### src/rtl/tri_bbox_scanner_if.sv
// Triangle-in / sample-out bundle between the set-up stage, tri_bbox_scanner and
// the barycentric interpolator. Vertex buses pack vertex i at [i*WIDTH +: WIDTH].
interface tri_bbox_scanner_if #(
   parameter int XWIDTH     = 16,
   parameter int YWIDTH     = 16,
   parameter int AINV_WIDTH = 16
);
   logic                    tri_valid_in;
   logic                    tri_ready_out;
   logic [3*XWIDTH-1:0]     x_tri_in;
   logic [3*YWIDTH-1:0]     y_tri_in;
   logic [AINV_WIDTH-1:0]   iarea_in;
   logic [XWIDTH-1:0]       x_out;
   logic [YWIDTH-1:0]       y_out;
   logic [3*XWIDTH-1:0]     x_tri_out;
   logic [3*YWIDTH-1:0]     y_tri_out;
   logic [AINV_WIDTH-1:0]   iarea_out;
   logic                    valid_out;
   logic                    last_out;
   logic                    done_out;

   modport slave (
      input  tri_valid_in, x_tri_in, y_tri_in, iarea_in,
      output tri_ready_out, x_out, y_out, x_tri_out, y_tri_out, iarea_out,
             valid_out, last_out, done_out
   );

   modport master (
      output tri_valid_in, x_tri_in, y_tri_in, iarea_in,
      input  tri_ready_out, x_out, y_out, x_tri_out, y_tri_out, iarea_out,
             valid_out, last_out, done_out
   );
endinterface

### src/rtl/tri_bbox_scanner.sv
// Bounding-box pixel walker feeding the barycentric interpolator, one pixel-centre
// sample per unfrozen cycle. Define BBOX_SCREEN_CLIP_EN to clip the box to the screen.
//
// state | meaning
// IDLE  | waiting for a triangle; ready unless frozen
// SETUP | box derived from latched vertices, counters loaded
// SCAN  | one sample per cycle; also retires empty boxes and the cycle after last
module tri_bbox_scanner #(
   parameter int XWIDTH     = 16,
   parameter int YWIDTH     = 16,
   parameter int FRAC       = 4,
   parameter int AINV_WIDTH = 16,
   parameter int HRES       = 320,
   parameter int VRES       = 240
) (
   input  logic clk_in,
   input  logic rst_n_in,
   input  logic freeze,
   tri_bbox_scanner_if.slave tri_if
);
   localparam int CXW = XWIDTH - FRAC + 1;
   localparam int CYW = YWIDTH - FRAC + 1;
   localparam logic [FRAC-1:0] HALF = FRAC'(1 << (FRAC - 1));

   if (FRAC < 1 || CXW < 2 || CYW < 2 || HRES < 1 || VRES < 1) begin : g_bad_cfg
      $error("tri_bbox_scanner: invalid parameter set");
   end

   typedef enum logic [1:0] {IDLE = 2'd0, SETUP = 2'd1, SCAN = 2'd2} state_t;

   state_t                  state_q, state_d;
   logic signed [CXW-1:0]   px_q, px_d, xmin_q, xmin_d, xmax_q, xmax_d;
   logic signed [CYW-1:0]   py_q, py_d, ymax_q, ymax_d;
   logic                    empty_q, empty_d;
   logic [XWIDTH-1:0]       x_out_q, x_out_d;
   logic [YWIDTH-1:0]       y_out_q, y_out_d;
   logic [3*XWIDTH-1:0]     x_tri_q, x_tri_d;
   logic [3*YWIDTH-1:0]     y_tri_q, y_tri_d;
   logic [AINV_WIDTH-1:0]   iarea_q, iarea_d;
   logic                    valid_q, valid_d;
   logic                    last_q, last_d;
   logic                    done_q, done_d;

   logic signed [XWIDTH-1:0] xlo, xhi;
   logic signed [YWIDTH-1:0] ylo, yhi;
   logic signed [CXW-1:0]    bx_min, bx_max;
   logic signed [CYW-1:0]    by_min, by_max;
   logic                     box_empty;
   logic                     at_end;

`ifdef BBOX_SCREEN_CLIP_EN
   localparam logic signed [CXW-1:0] X_LIM = CXW'(HRES - 1);
   localparam logic signed [CYW-1:0] Y_LIM = CYW'(VRES - 1);
`endif

   // Box from the latched vertices; >>> on signed values floors toward -inf.
   always_comb begin
      xlo = $signed(x_tri_q[XWIDTH-1:0]);
      xhi = xlo;
      ylo = $signed(y_tri_q[YWIDTH-1:0]);
      yhi = ylo;
      for (int i = 1; i < 3; i++) begin
         if ($signed(x_tri_q[i*XWIDTH +: XWIDTH]) < xlo) xlo = $signed(x_tri_q[i*XWIDTH +: XWIDTH]);
         if ($signed(x_tri_q[i*XWIDTH +: XWIDTH]) > xhi) xhi = $signed(x_tri_q[i*XWIDTH +: XWIDTH]);
         if ($signed(y_tri_q[i*YWIDTH +: YWIDTH]) < ylo) ylo = $signed(y_tri_q[i*YWIDTH +: YWIDTH]);
         if ($signed(y_tri_q[i*YWIDTH +: YWIDTH]) > yhi) yhi = $signed(y_tri_q[i*YWIDTH +: YWIDTH]);
      end
      bx_min = CXW'(xlo >>> FRAC);
      bx_max = CXW'(xhi >>> FRAC);
      by_min = CYW'(ylo >>> FRAC);
      by_max = CYW'(yhi >>> FRAC);
`ifdef BBOX_SCREEN_CLIP_EN
      if (bx_min < 0)     bx_min = '0;
      if (bx_max > X_LIM) bx_max = X_LIM;
      if (by_min < 0)     by_min = '0;
      if (by_max > Y_LIM) by_max = Y_LIM;
`endif
      box_empty = (bx_min > bx_max) || (by_min > by_max);
   end

   assign at_end = (px_q == xmax_q) && (py_q == ymax_q);

   always_comb begin
      state_d = state_q;
      px_d    = px_q;
      py_d    = py_q;
      xmin_d  = xmin_q;
      xmax_d  = xmax_q;
      ymax_d  = ymax_q;
      empty_d = empty_q;
      x_out_d = x_out_q;
      y_out_d = y_out_q;
      x_tri_d = x_tri_q;
      y_tri_d = y_tri_q;
      iarea_d = iarea_q;
      valid_d = valid_q;
      last_d  = last_q;
      done_d  = done_q;
      if (!freeze) begin
         case (state_q)
            IDLE: begin
               valid_d = 1'b0;
               last_d  = 1'b0;
               done_d  = 1'b0;
               if (tri_if.tri_valid_in) begin
                  x_tri_d = tri_if.x_tri_in;
                  y_tri_d = tri_if.y_tri_in;
                  iarea_d = tri_if.iarea_in;
                  state_d = SETUP;
               end
            end
            SETUP: begin
               px_d    = bx_min;
               py_d    = by_min;
               xmin_d  = bx_min;
               xmax_d  = bx_max;
               ymax_d  = by_max;
               empty_d = box_empty;
               state_d = SCAN;
            end
            SCAN: begin
               if (empty_q) begin
                  done_d  = 1'b1;
                  state_d = IDLE;
               end else if (last_q) begin
                  // Final sample has been shown for its cycle; ready rises next.
                  valid_d = 1'b0;
                  last_d  = 1'b0;
                  done_d  = 1'b0;
                  state_d = IDLE;
               end else begin
                  x_out_d = {px_q[XWIDTH-FRAC-1:0], HALF};
                  y_out_d = {py_q[YWIDTH-FRAC-1:0], HALF};
                  valid_d = 1'b1;
                  last_d  = at_end;
                  done_d  = at_end;
                  if (!at_end) begin
                     if (px_q == xmax_q) begin
                        px_d = xmin_q;
                        py_d = py_q + CYW'(1);
                     end else begin
                        px_d = px_q + CXW'(1);
                     end
                  end
               end
            end
            default: state_d = IDLE;
         endcase
      end
   end

   always_ff @(posedge clk_in or negedge rst_n_in) begin
      if (!rst_n_in) begin
         state_q <= IDLE;
         px_q    <= '0;
         py_q    <= '0;
         xmin_q  <= '0;
         xmax_q  <= '0;
         ymax_q  <= '0;
         empty_q <= 1'b0;
         x_out_q <= '0;
         y_out_q <= '0;
         x_tri_q <= '0;
         y_tri_q <= '0;
         iarea_q <= '0;
         valid_q <= 1'b0;
         last_q  <= 1'b0;
         done_q  <= 1'b0;
      end else begin
         state_q <= state_d;
         px_q    <= px_d;
         py_q    <= py_d;
         xmin_q  <= xmin_d;
         xmax_q  <= xmax_d;
         ymax_q  <= ymax_d;
         empty_q <= empty_d;
         x_out_q <= x_out_d;
         y_out_q <= y_out_d;
         x_tri_q <= x_tri_d;
         y_tri_q <= y_tri_d;
         iarea_q <= iarea_d;
         valid_q <= valid_d;
         last_q  <= last_d;
         done_q  <= done_d;
      end
   end

   assign tri_if.tri_ready_out = (state_q == IDLE) && !freeze;
   assign tri_if.x_out         = x_out_q;
   assign tri_if.y_out         = y_out_q;
   assign tri_if.x_tri_out     = x_tri_q;
   assign tri_if.y_tri_out     = y_tri_q;
   assign tri_if.iarea_out     = iarea_q;
   assign tri_if.valid_out     = valid_q;
   assign tri_if.last_out      = last_q;
   assign tri_if.done_out      = done_q;
endmodule

### src/flat_wrapper.sv
// flat-port wrapper written by rule: the top's interface ports become plain ports
module tri_bbox_scanner_flat 
#(
   parameter int XWIDTH     = 16,
   parameter int YWIDTH     = 16,
   parameter int FRAC       = 4,
   parameter int AINV_WIDTH = 16,
   parameter int HRES       = 320,
   parameter int VRES       = 240
)
  (clk_in, rst_n_in, freeze, tri_if_tri_valid_in, tri_if_x_tri_in, tri_if_y_tri_in, tri_if_iarea_in, tri_if_tri_ready_out, tri_if_x_out, tri_if_y_out, tri_if_x_tri_out, tri_if_y_tri_out, tri_if_iarea_out, tri_if_valid_out, tri_if_last_out, tri_if_done_out);
  tri_bbox_scanner_if #(.XWIDTH(XWIDTH), .YWIDTH(YWIDTH), .AINV_WIDTH(AINV_WIDTH)) tri_if_i ();
  input  logic clk_in;
  input  logic rst_n_in;
  input  logic freeze;
  input wire logic [$bits(tri_if_i.tri_valid_in)-1:0] tri_if_tri_valid_in;
  input wire logic [$bits(tri_if_i.x_tri_in)-1:0] tri_if_x_tri_in;
  input wire logic [$bits(tri_if_i.y_tri_in)-1:0] tri_if_y_tri_in;
  input wire logic [$bits(tri_if_i.iarea_in)-1:0] tri_if_iarea_in;
  output wire logic [$bits(tri_if_i.tri_ready_out)-1:0] tri_if_tri_ready_out;
  output wire logic [$bits(tri_if_i.x_out)-1:0] tri_if_x_out;
  output wire logic [$bits(tri_if_i.y_out)-1:0] tri_if_y_out;
  output wire logic [$bits(tri_if_i.x_tri_out)-1:0] tri_if_x_tri_out;
  output wire logic [$bits(tri_if_i.y_tri_out)-1:0] tri_if_y_tri_out;
  output wire logic [$bits(tri_if_i.iarea_out)-1:0] tri_if_iarea_out;
  output wire logic [$bits(tri_if_i.valid_out)-1:0] tri_if_valid_out;
  output wire logic [$bits(tri_if_i.last_out)-1:0] tri_if_last_out;
  output wire logic [$bits(tri_if_i.done_out)-1:0] tri_if_done_out;
  assign tri_if_i.tri_valid_in = tri_if_tri_valid_in;
  assign tri_if_i.x_tri_in = tri_if_x_tri_in;
  assign tri_if_i.y_tri_in = tri_if_y_tri_in;
  assign tri_if_i.iarea_in = tri_if_iarea_in;
  assign tri_if_tri_ready_out = tri_if_i.tri_ready_out;
  assign tri_if_x_out = tri_if_i.x_out;
  assign tri_if_y_out = tri_if_i.y_out;
  assign tri_if_x_tri_out = tri_if_i.x_tri_out;
  assign tri_if_y_tri_out = tri_if_i.y_tri_out;
  assign tri_if_iarea_out = tri_if_i.iarea_out;
  assign tri_if_valid_out = tri_if_i.valid_out;
  assign tri_if_last_out = tri_if_i.last_out;
  assign tri_if_done_out = tri_if_i.done_out;
  tri_bbox_scanner #(.XWIDTH(XWIDTH), .YWIDTH(YWIDTH), .FRAC(FRAC), .AINV_WIDTH(AINV_WIDTH), .HRES(HRES), .VRES(VRES)) u_core (.clk_in(clk_in), .rst_n_in(rst_n_in), .freeze(freeze), .tri_if(tri_if_i));
endmodule
### config.mk
export PLATFORM = sky130hd
export DESIGN_NAME = tri_bbox_scanner_flat
export DESIGN_NICKNAME = d
export VERILOG_FILES = /design/src/rtl/tri_bbox_scanner_if.sv /design/src/rtl/tri_bbox_scanner.sv /design/src/flat_wrapper.sv
export SDC_FILE = /design/constraint.sdc
export NUM_CORES = 1
export LEC_CHECK = 0
export BUFFER_PORTS_ARGS = -buffer_cell sky130_fd_sc_hd__buf_2
export CORE_MARGIN = 1.5
export CORE_UTILIZATION = 49
export DETAILED_ROUTE_END_ITERATION = 8
export PLACE_DENSITY = 0.82
export RECOVER_POWER = 50
export SLEW_MARGIN = 20
export SYNTH_ARGS = -nofsm -noshare
export SYNTH_HDL_FRONTEND = slang
export SYNTH_SLANG_ARGS = --single-unit
### constraint.sdc
create_clock -name clk_in -period 17.5 [get_ports clk_in]
set_input_delay 3.5 -clock clk_in [delete_from_list [all_inputs] [get_ports clk_in]]
set_output_delay 3.5 -clock clk_in [all_outputs]
set_load 0.01 [all_outputs]
Yosys cells after proc, flatten, opt, wreduce, memory -nomap -nowiden
Index checks and enable logic that the tools add are counted.
{"block": "totals", "register_bits": 206, "in_bits": 116, "output_inout_bits": 148, "wordCells": 85}
{"block": "classes", "addsub": 2, "magnitude_cmp": 10, "eq_ne": 10, "muxes": 30, "n_bitwise": 3, "n_reduce_logical": 15}
{"operator": "$mux W16", "count": 8}
{"operator": "$mux W13", "count": 8}
{"operator": "$gt A16 B16 Y1", "count": 4}
{"operator": "$lt A16 B16 Y1", "count": 4}
{"operator": "$pmux W13 S2", "count": 2}
{"operator": "$add A13 B2 Y13 const B", "count": 2}
{"operator": "$eq A13 B12 Y1", "count": 2}
{"operator": "$gt A12 B12 Y1", "count": 2}
{"operator": "$reduce_and A3 Y1", "count": 3}
{"operator": "$ne A2 B2 Y1 const B", "count": 4}
{"operator": "$mux W2", "count": 3}
{"operator": "$pmux W1 S2", "count": 3}
{"operator": "$pmux W2 S3", "count": 1}
{"operator": "$reduce_and A6 Y1", "count": 1}
{"operator": "$mux W1", "count": 5}
{"operator": "$reduce_and A5 Y1", "count": 1}
{"operator": "$reduce_and A2 Y1", "count": 2}
{"operator": "$reduce_and A4 Y1", "count": 1}
{"operator": "$reduce_bool A2 Y1", "count": 2}
{"operator": "$ne A3 B1 Y1 const B", "count": 1}
{"operator": "$not A1 Y1", "count": 3}
{"operator": "$eq A2 B1 Y1 const B", "count": 1}
{"operator": "$eq A2 B2 Y1 const B", "count": 1}
{"operator": "$logic_and A1 B1 Y1", "count": 2}
{"operator": "other kinds (4)", "count": 4}

Depth between registers and ports, before layout
{"block": "depth", "ltp_word": 6, "depth_mapped": 31, "mapped_depth_nobuf": 28}

Worst setup path after synthesis
Ideal clock, no wire load.
{"block": "synth_timing", "path_type": "input to output", "from": "input freeze", "to": "output tri_if_tri_ready_out", "t_arrival_ns": 4.241, "required_time_ns": 14.000, "setup_slack_ns": 9.759, "stages": 4, "path_buffers": 2, "cell_sequence": "clkbuf_1 -> or2_2 -> clkbuf_1 -> nor2_1"}
{"block": "synth_via", "elab_chain_len": 2}
{"item": "start, declared", "line": "flat_wrapper.sv:15", "rtl": "input logic freeze;"}
{"item": "$logic_not A1 Y1"}
{"item": "$logic_and A1 B1 Y1", "line": "tri_bbox_scanner.sv:188", "rtl": "assign tri_if.tri_ready_out = (state_q == IDLE) && !freeze;"}
{"item": "end, declared", "line": "flat_wrapper.sv:20", "rtl": "output wire logic [$bits(tri_if_i.tri_ready_out)-1:0] tri_if_tri_ready_out;"}
Every way passes these cells.

==> reports/metrics.yaml <==
synth_compound_area_share_pct: 14.1
clk_path_buf_depth: 3
antenna_found_initial: 0
ys_types: 56
cp_top_family: "buffers and inverters"
synthMuxAreaShare_pct: 15.9
syn_to_final_growth_pct: 17.8
worst_pin_slew_ns: 3.85
slowest_delay_ns: 2.84
arrival_ns: 8.81
crit_top_cell: "clkbuf_1"
end_kind: "async pin"
initial_core_util_pct: 50.2
drt_wl_total_mm: 34.5
post-route-min-period_ns: 9.09
portBuffers: 257
synth_area_leaders: "dfrtp_1, ha_1, mux2_2"
numCtsBuffers: 23
final_nets: 1755
fp.dieArea_um2: 26900
clk_pin_slew_ns: 0.06
cp-start-kind: "input port"
finalMaxSlewViolations: 326
worst_ep_required_time_ns: 17.22
grt_max_degree: 86
synth_commonest_cells: "dfrtp_1, nand2_1, o21ai_0"
syn_area_um2: 12700
rsz0062_at_grt: "no"
grt.busiest_layer: "met2"
io_pins: 264
synth_top_family_by_area: "multiplexers"
synthXorXnorAreaFrac_pct: 1.52
ys.flop_type: "dfrtp_1"
avgSynthCellArea_um2: 9.88
synth_area_leader_cell: "dfrtp_1"
core_um2: 25300
first_pass_iters: 5
hp-class: "flop to flop"
cp_num_cells: 2
async_flop_share_pct: 100
fin_crit_sh_pct: 51.9
first_global_vias: 10500
cp.buffers_inverters: 2
diodes: 0
viasPerCell: 5.78
met3_usage_pct: 4.24
grt_first_pass_wirelength_mm: 55.7
met2_usage_pct: 41.5
r2r_cells: 25
ys_seq_area_share_pct: 40.4
ctsHoldBuffers: 0
yosys.area_share.adder_pct: 11.8
yosysMostFrequentCell: "dfrtp_1"
overflow: 0
drv_cap: 5
htree_num_levels: 1
clock.fmax_mhz: 110
critical_path_class: "input port to async pin"
cts_tree: "built"
die_w_um: 164
path_cells: "clkbuf_1 -> clkbuf_1"
synthCells: 1286
rrSetupSlack_ns: 10.83
rows: 58
drive_gt1_share_pct: 26.1
post_cts_resized: 0
wl_per_cell_um: 18.5
skew_ns: 0.0233
cts-root-buf: "clkbuf_16"
remaining_drc_errors: 0
relSlewSlack_pct: -157
r2r-end: "u_core.empty_q$_DFFE_PN0P_"
grt_usage_pct: 25.9
cts_setup_buffers: 0
synth_top_area_share_pct: 40.4
dpl.hpwl_mm: 26.1
status: "finished with violations"
slowest_stage: "clkbuf_1"
yosys.area_share.simple_pct: 11.2
gp_congestion: 0.920
hold_viol_final: 0
r2r_start: "u_core.tri_if.x_tri_out[9]$_DFFE_PN0P_"
ys_warn_count: 0
violations: "capacitance limit, slew limit"
ys_ff_latch: 205
clock_latency_ns: 0.53
setup_viol: 0
critPathCapture: "u_core.tri_if.iarea_out[2]$_DFFE_PN0P_"
met1_usage_pct: 35.6
synth_edf_count: 0
setup_tns_ns: 0
postRouteAntennaNets: 0
clkSinkCount: 205
cp_max_fo: 73
drt-initial-drc-count: 827
die_h_um: 164
startpoint: "rst_n_in"
vias: 10800
## sequential cells by signal, indices dropped and copies added, names as in the netlist
register                 flops
u_core.empty_q               1
u_core.px_q                 13
u_core.py_q                 13
u_core.state_q               2
u_core.tri_if.done_out       1
u_core.tri_if.iarea_out     16
u_core.tri_if.last_out       1
u_core.tri_if.valid_out      1
u_core.tri_if.x_out         13
u_core.tri_if.x_tri_out     48
u_core.tri_if.y_out         12
u_core.tri_if.y_tri_out     48
u_core.xmax_q               12
u_core.xmin_q               12
u_core.ymax_q               12
## kinds of logic after synthesis
kind of cell	count (synthesis)
compound gates	296
fa+ha+maj	120
buf+inv	153
other cells	1
flops	205
xor+xnor	22
simple gates	304
mux	185
## metal layers
| layer | part of all wire [%] | up-vias |
|---|---|---|
| met4 | 3.1 | 0 |
| met5 | 0 | - |
| li1 | - | 5087 |
| met1 | 44 | 5180 |
| met2 | 46 | 445 |
| met3 | 7.3 | 75 |
## stage by stage
| stage | hold slack, ns | instances | setup WS (ns) | area [um^2] | util, % |
|---|---|---|---|---|---|
| 6_report | 0.484 | 1865 | 8.41 | 15000 | 59.1 |
| 5_1_grt | 0.511 | 1865 | 7.01 | 15000 | 59.1 |
| 4_1_cts | 0.486 | 1864 | 9.74 | 15000 | 59.3 |
| 3_5_place_dp | 0.471 | 1823 | 9.75 | 14200 | 56.1 |
| 3_3_place_gp | 0.456 | 1823 | 9.76 | 14200 | 56.0 |
| 2_1_floorplan | 0.450 | 1291 | 9.76 | 12700 | - |
## worst min-delay path by stage
stage / start / endpoint / slack [ns] / cells after the start
6_report: u_core.xmin_q[5]$_DFFE_PN0P_ / u_core.xmin_q[5]$_DFFE_PN0P_ / 0.48 / 2
5_1_grt: u_core.xmin_q[1]$_DFFE_PN0P_ / u_core.xmin_q[1]$_DFFE_PN0P_ / 0.51 / 2
4_1_cts: u_core.xmin_q[9]$_DFFE_PN0P_ / u_core.xmin_q[9]$_DFFE_PN0P_ / 0.49 / 2
3_5_place_dp: u_core.xmin_q[9]$_DFFE_PN0P_ / u_core.xmin_q[9]$_DFFE_PN0P_ / 0.47 / 2
3_3_place_gp: u_core.tri_if.done_out$_DFFE_PN0P_ / u_core.tri_if.done_out$_DFFE_PN0P_ / 0.46 / 2
2_1_floorplan: u_core.xmin_q[1]$_DFFE_PN0P_ / u_core.xmin_q[1]$_DFFE_PN0P_ / 0.45 / 2
## cell usage in the layout, fill, tap and decap left out, types with 10 or more instances in the layout
cell type  instances
clkbuf_16         23
nand2b_1          10
inv_1             91
a31oi_1           10
buf_2            212
nand4_1           27
and3_1            14
nor2_1            41
a21oi_1           52
nand3_1           26
nand2_1          140
mux2_2           130
o21ai_0          132
clkbuf_1          51
dfrtp_1          205
xor2_1            22
ha_1             120
a22oi_1           13
nor3_1            10
a21o_1            18
mux2i_1           54
## cell type report
type / instances / area (um^2)
clock buffers: 32 / 669
fillers: 2114 / 10400
flip-flops and latches: 205 / 5130
inverters: 91 / 342
clock inverters: 9 / 153
repair buffers: 265 / 1280
multi-input cells: 933 / 6970
well taps: 330 / 413
Power is not shown: default switching activity piles up to over one toggle a cycle in this logic, so the estimate is an artifact.
